<file path="src/rtl/variable_table_loader_pkg.sv">
// Shared definitions for the variable table loader: FSM state encoding and default stream word width.
// Define VARIABLE_TABLE_LOADER_DUMP_EN to include the dump (readback) states.
package variable_table_loader_pkg;

  localparam int DEFAULT_WORD_WIDTH = 32;

  typedef enum logic [2:0] {
    IDLE,
    LOAD_WAIT,
    LOAD_WRITE,
`ifdef VARIABLE_TABLE_LOADER_DUMP_EN
    DUMP_READ,
    DUMP_OUT,
`endif
    DONE
  } state_t;

endpackage

</file>
<file path="src/rtl/variable_table_loader.sv">
// Moves a 1-bit-wide variable table to and from a packed word stream, LSB first.
// Define VARIABLE_TABLE_LOADER_DUMP_EN to build the readback (dump) path.
module variable_table_loader
  import variable_table_loader_pkg::*;
#(
  parameter int VARIABLE_ADDRESS_WIDTH = 11,
  parameter int WORD_WIDTH             = DEFAULT_WORD_WIDTH
) (
  input  logic                              clk_i,
  input  logic                              rst_i,
  input  logic                              load_start_i,
  input  logic                              dump_start_i,
  input  logic [VARIABLE_ADDRESS_WIDTH:0]   num_vars_i,
  input  logic [WORD_WIDTH-1:0]             in_data_i,
  input  logic                              in_valid_i,
  output logic                              in_ready_o,
  output logic [WORD_WIDTH-1:0]             out_data_o,
  output logic                              out_valid_o,
  input  logic                              out_ready_i,
  output logic                              busy_o,
  output logic                              done_o,
  output logic                              tbl_en_o,
  output logic                              tbl_wr_en_o,
  output logic [VARIABLE_ADDRESS_WIDTH-1:0] tbl_addr_o,
  output logic                              tbl_data_o,
  input  logic                              tbl_data_i
);

  localparam int AW = VARIABLE_ADDRESS_WIDTH;
  localparam int BW = (WORD_WIDTH > 1) ? $clog2(WORD_WIDTH) : 1;

  state_t                r_state;
  state_t                w_next;
  logic [AW:0]           r_numVars;
  logic [AW:0]           r_addr;
  logic [BW-1:0]         r_bitCnt;
  logic [WORD_WIDTH-1:0] r_shift;
  logic                  w_lastVar;
  logic                  w_wordEnd;
  logic                  w_startDump;

  assign w_lastVar = (r_addr + 1'b1) == r_numVars;
  assign w_wordEnd = r_bitCnt == BW'(WORD_WIDTH - 1);

`ifdef VARIABLE_TABLE_LOADER_DUMP_EN
  logic                  r_stopIssue;
  logic                  r_capValid;
  logic [BW-1:0]         r_capPos;
  logic [WORD_WIDTH-1:0] r_word;
  logic                  w_issue;

  // A load request wins over a dump request raised in the same cycle
  assign w_startDump = dump_start_i & ~load_start_i;
  assign w_issue     = (r_state == DUMP_READ) && !r_stopIssue;
  assign out_valid_o = (r_state == DUMP_OUT);
  assign out_data_o  = out_valid_o ? r_word : '0;
`else
  logic w_unused;

  assign w_startDump = 1'b0;
  assign w_unused    = &{1'b0, dump_start_i, out_ready_i, tbl_data_i};
  assign out_valid_o = 1'b0;
  assign out_data_o  = '0;
`endif

  always_ff @(posedge clk_i or posedge rst_i) begin
    if (rst_i) r_state <= IDLE;
    else       r_state <= w_next;
  end

  always_comb begin
    w_next      = r_state;
    in_ready_o  = 1'b0;
    busy_o      = (r_state != IDLE);
    done_o      = 1'b0;
    tbl_en_o    = 1'b0;
    tbl_wr_en_o = 1'b0;
    tbl_addr_o  = '0;
    tbl_data_o  = 1'b0;
    case (r_state)
      IDLE: begin
        if (load_start_i)
          w_next = (num_vars_i == '0) ? DONE : LOAD_WAIT;
`ifdef VARIABLE_TABLE_LOADER_DUMP_EN
        else if (w_startDump)
          w_next = (num_vars_i == '0) ? DONE : DUMP_READ;
`endif
      end
      LOAD_WAIT: begin
        in_ready_o = 1'b1;
        if (in_valid_i) w_next = LOAD_WRITE;
      end
      LOAD_WRITE: begin
        tbl_en_o    = 1'b1;
        tbl_wr_en_o = 1'b1;
        tbl_addr_o  = r_addr[AW-1:0];
        tbl_data_o  = r_shift[0];
        if (w_lastVar)      w_next = DONE;
        else if (w_wordEnd) w_next = LOAD_WAIT;
      end
`ifdef VARIABLE_TABLE_LOADER_DUMP_EN
      DUMP_READ: begin
        tbl_en_o   = w_issue;
        tbl_addr_o = w_issue ? r_addr[AW-1:0] : '0;
        // Leave only once the final read of the word has come back
        if (r_capValid && r_stopIssue) w_next = DUMP_OUT;
      end
      DUMP_OUT: begin
        if (out_ready_i) w_next = (r_addr == r_numVars) ? DONE : DUMP_READ;
      end
`endif
      DONE: begin
        done_o = 1'b1;
        w_next = IDLE;
      end
      default: w_next = IDLE;
    endcase
  end

  always_ff @(posedge clk_i or posedge rst_i) begin
    if (rst_i) begin
      r_numVars   <= '0;
      r_addr      <= '0;
      r_bitCnt    <= '0;
      r_shift     <= '0;
`ifdef VARIABLE_TABLE_LOADER_DUMP_EN
      r_stopIssue <= 1'b0;
      r_capValid  <= 1'b0;
      r_capPos    <= '0;
      r_word      <= '0;
`endif
    end else begin
      case (r_state)
        IDLE: begin
          if (load_start_i || w_startDump) begin
            r_numVars   <= num_vars_i;
            r_addr      <= '0;
            r_bitCnt    <= '0;
`ifdef VARIABLE_TABLE_LOADER_DUMP_EN
            r_stopIssue <= 1'b0;
            r_capValid  <= 1'b0;
            r_word      <= '0;
`endif
          end
        end
        LOAD_WAIT: begin
          if (in_valid_i) begin
            r_shift  <= in_data_i;
            r_bitCnt <= '0;
          end
        end
        LOAD_WRITE: begin
          r_shift  <= r_shift >> 1;
          r_addr   <= r_addr + 1'b1;
          r_bitCnt <= r_bitCnt + 1'b1;
        end
`ifdef VARIABLE_TABLE_LOADER_DUMP_EN
        DUMP_READ: begin
          // Table data lags its read by one cycle, so pack at the remembered position
          if (r_capValid) r_word[r_capPos] <= tbl_data_i;
          r_capValid <= w_issue;
          if (w_issue) begin
            r_capPos <= r_bitCnt;
            r_addr   <= r_addr + 1'b1;
            r_bitCnt <= r_bitCnt + 1'b1;
            if (w_wordEnd || w_lastVar) r_stopIssue <= 1'b1;
          end
        end
        DUMP_OUT: begin
          if (out_ready_i) begin
            r_word      <= '0;
            r_bitCnt    <= '0;
            r_stopIssue <= 1'b0;
          end
        end
`endif
        default: ;
      endcase
    end
  end

endmodule

</file>
<file path="config.mk">
export PLATFORM = sky130hd
export DESIGN_NAME = variable_table_loader
export DESIGN_NICKNAME = d
export VERILOG_FILES = /design/src/rtl/variable_table_loader_pkg.sv /design/src/rtl/variable_table_loader.sv
export SDC_FILE = /design/constraint.sdc
export NUM_CORES = 1
export LEC_CHECK = 0
export ABC_CLOCK_PERIOD_IN_PS = 3600
export BUFFER_PORTS_ARGS = -buffer_cell sky130_fd_sc_hd__buf_2
export CAP_MARGIN = 20
export CORE_UTILIZATION = 45
export DETAILED_ROUTE_END_ITERATION = 16
export PLACE_DENSITY = 0.77
export SYNTH_ARGS = -nofsm -noshare
export SYNTH_HDL_FRONTEND = slang
export SYNTH_SLANG_ARGS = --single-unit
</file>
<file path="constraint.sdc">
create_clock -name clk_i -period 3.6 [get_ports clk_i]
set_input_delay 0.18 -clock clk_i [delete_from_list [all_inputs] [get_ports clk_i]]
set_output_delay 0.18 -clock clk_i [all_outputs]
set_load 0.01 [all_outputs]
</file>
==> results.md <==
* Post-CTS Resized at 0
* Post-Syn Area per Cell at 9.52 sq um
* Initial antenna violation count at 0
* Hold_buf cts at 0
* Via-per-instance ratio at 5.25
* Worst slew pin tran at ~0.85 ns
* Drt wl/cell at 13.9 um
* Clock buffer depth at 2
* VDD IR max at 0.000507 V
* Post-synthesis sequential area ratio at around 42%
* Pwr/cell area at roughly 700 mW/mm^2
* Crit Path Max Fanout at 67
* Max_slew headroom at a little over two fifths
* Ant diodes at 0
* Die Y at ~93 um
* Die area at between 0.008 and 0.009 sq mm
* Global-route wire length before repair at 12.6 mm
* Footprint of the multi-input gates at around 0.0018 sq mm
* Clk_lat worst skew at 0.34 ns
* Register area at 0.00158 sq mm
* Final Hold Vio Count at 0
* Grt ovf at 0
* WP data arrival at 2.38 ns
* Most frequent cells in the layout: buf_2, dfrtp_1, nand2_1
* Final Critical Period at between 2 and 3 ns
* Reg clk slew, reported paths at roughly 0.08 ns
* CP required at 3.42 ns
* Synth Instances at between 300 and 400
* Final ANT Viol Nets at 0
* Hold slack at roughly 0.0074 ns
* Fin. max-slew vios at 0
* Synth Warn # at 0
* Via count of the first global-routing pass at between 2,000 and 3,000
* Synth cell types at 47
* IO Port Bufs at 64
* Die W at about 93 um
* Core Util, Final at a little over half
* Outcome: complete, no violations
* Crit. End Element: output port
* Nets at 494
* Crit share post-route at 71.0%
* CP Launch Type: flop
* Setup violators final at 0
* Critical path class: flop to output port
* Yosys reg bits at 63
* Fmax achieved at 391 MHz
* Initial DRC Count at between 150 and 200
* Area of the core at about 0.008 sq mm
* Boundary Pins at 101
* DR pass1 iterations at 6
* Placer's final routability congestion estimate at 0.822
* Leakage power of the design at 0.00208 uW
* Root Buffer: clkbuf_8
* Max Clock Skew at ~0.0078 ns
* CTS tree: built
* Largest net degree at the start of global routing at between 60 and 70
* Layout cells sized above 1 at between 20% and 30%
* RSZ-0062 raised after global routing: no
* Overall via count from detail_route at 2,872
* Max Cap Viol at 0
* Cts bufs inserted at 9
* FP Rows at 32
* Final Power at about 2900 uW
* HP Class: input pin to async pin
* Setup bufs post-CTS at 0
* Initial Util at a little under half
* Cell Area, Synth at approximately 0.0037 sq mm
* Clock sinks at 63
* Placed wire-length estimate at between 5 and 6 mm
* DR DRC count at 0
* Area added between synthesis and finish at 10.4%
* Filler Cell Count at between 700 and 800
* H-tree depth at 3
* WL final at roughly 7.6 mm
* Setup TNS at 0 ns
* GR Util All Layers at a little under a fifth
* Commonest non-fill, non-tap cell in the layout: buf_2
## layout make-up
type,instances,share of cell area (%)
tap,102,3.11
multi-input combinational,291,44.1
clock buffer,11,3.45
inverter,7,0.641
sequential,63,38.5
timing repair buffer,68,8.85
clock inverter,5,1.40
## stage by stage
step	setup WS, ns	instances	instance area [sq um]
3_3_place_gp	1.32	530	3890
6_report	1.05	547	4100
2_1_floorplan	1.77	422	3830
4_1_cts	1.02	546	4090
3_5_place_dp	1.28	530	3890
5_1_grt	0.823	547	4100
## path summary, 6_finish.rpt
path | startpoint | to | slack (ns) | cells past startpoint
setup / recovery | r_state[1] | tbl_en_o | 1.05 | 4
hold / removal | rst_i | r_shift[13] | 0.007 | 2
setup reg to reg | r_addr[0] | r_state[1] | 1.36 | 7
hold reg to reg | r_shift[19] | r_shift[18] | 0.49 | 2
max in group asynchronous | rst_i | r_bitCnt[0] | 2.77 | 3
min in group clk_i | num_vars_i[2] | r_numVars[2] | 0.09 | 2
## metal layers
layer / global-route usage (%) / up-vias / part of all wire, %
met5: 0 / - / 0
met3: 4.68 / 19 / 5.6
met4: 10.5 / 0 / 2.9
met2: 28.1 / 99 / 46
li1: - / 1392 / -
met1: 24.5 / 1362 / 45
## cells in the mapped netlist, drive strengths merged
library cell / number / area (sq um)
nand2: 53 / 199
nand3: 7 / 35.0
a32o: 1 / 10.0
clkbuf: 9 / 43.8
o21ai: 60 / 312
and4: 2 / 17.5
buf: 52 / 385
a41oi: 2 / 25.0
o211ai: 4 / 40.0
nor4: 3 / 18.8
a31o: 1 / 8.76
mux2i: 33 / 330
inv: 7 / 26.3
nor2: 12 / 45.0
nor3b: 1 / 7.51
o32ai: 1 / 16.3
ha: 3 / 37.5
nand2b: 1 / 6.26
a211o: 1 / 8.76
a21oi: 5 / 25.0
xnor2: 8 / 70.1
a311oi: 1 / 8.76
dfrtp: 63 / 1580
a21o: 1 / 7.51
and3: 14 / 90.1
nand4: 6 / 37.5
conb: 1 / 3.75
mux2: 12 / 135
and2b: 1 / 7.51
o31ai: 2 / 15.0
a31oi: 4 / 25.0
or3: 2 / 12.5
xor2: 9 / 78.8
nor3: 7 / 40.0
and2: 1 / 6.26
## sequential cells by signal, summed over array words and instances (netlist names)
| register | count |
|---|---|
| r_shift | 32 |
| r_addr | 12 |
| r_numVars | 12 |
| r_bitCnt | 5 |
| r_state | 2 |
## worst max-delay path, cell delays in order, from the launching register on
cell and delay (ns):
dfrtp_1 0.70, nand2_1 0.49, inv_2 0.35, buf_12 0.29, buf_2 0.18
## kinds of logic (layout without fill, tap and decap cells)
logic type	after synthesis	in the layout	share of synthesized area (%)
AOI/OAI and AO/OA	83	83	13.5
xor gates and xnor gates	17	17	4.01
adders and majority gates	3	3	1.01
buffers and inverters	68	91	12.3
DFF	63	63	42.5
muxes	45	45	12.5
other	1	33	0.101
and+or+nand+nor	110	110	14.1
## power by group
part	total, uW	switching [uW]	leakage, uW	internal [uW]
combinational	1100	610	0.00118	490
clock	628	289	0.000103	339
sequential	1220	234	0.000797	985
No activity file was read; power rests on OpenSTA's default activity.
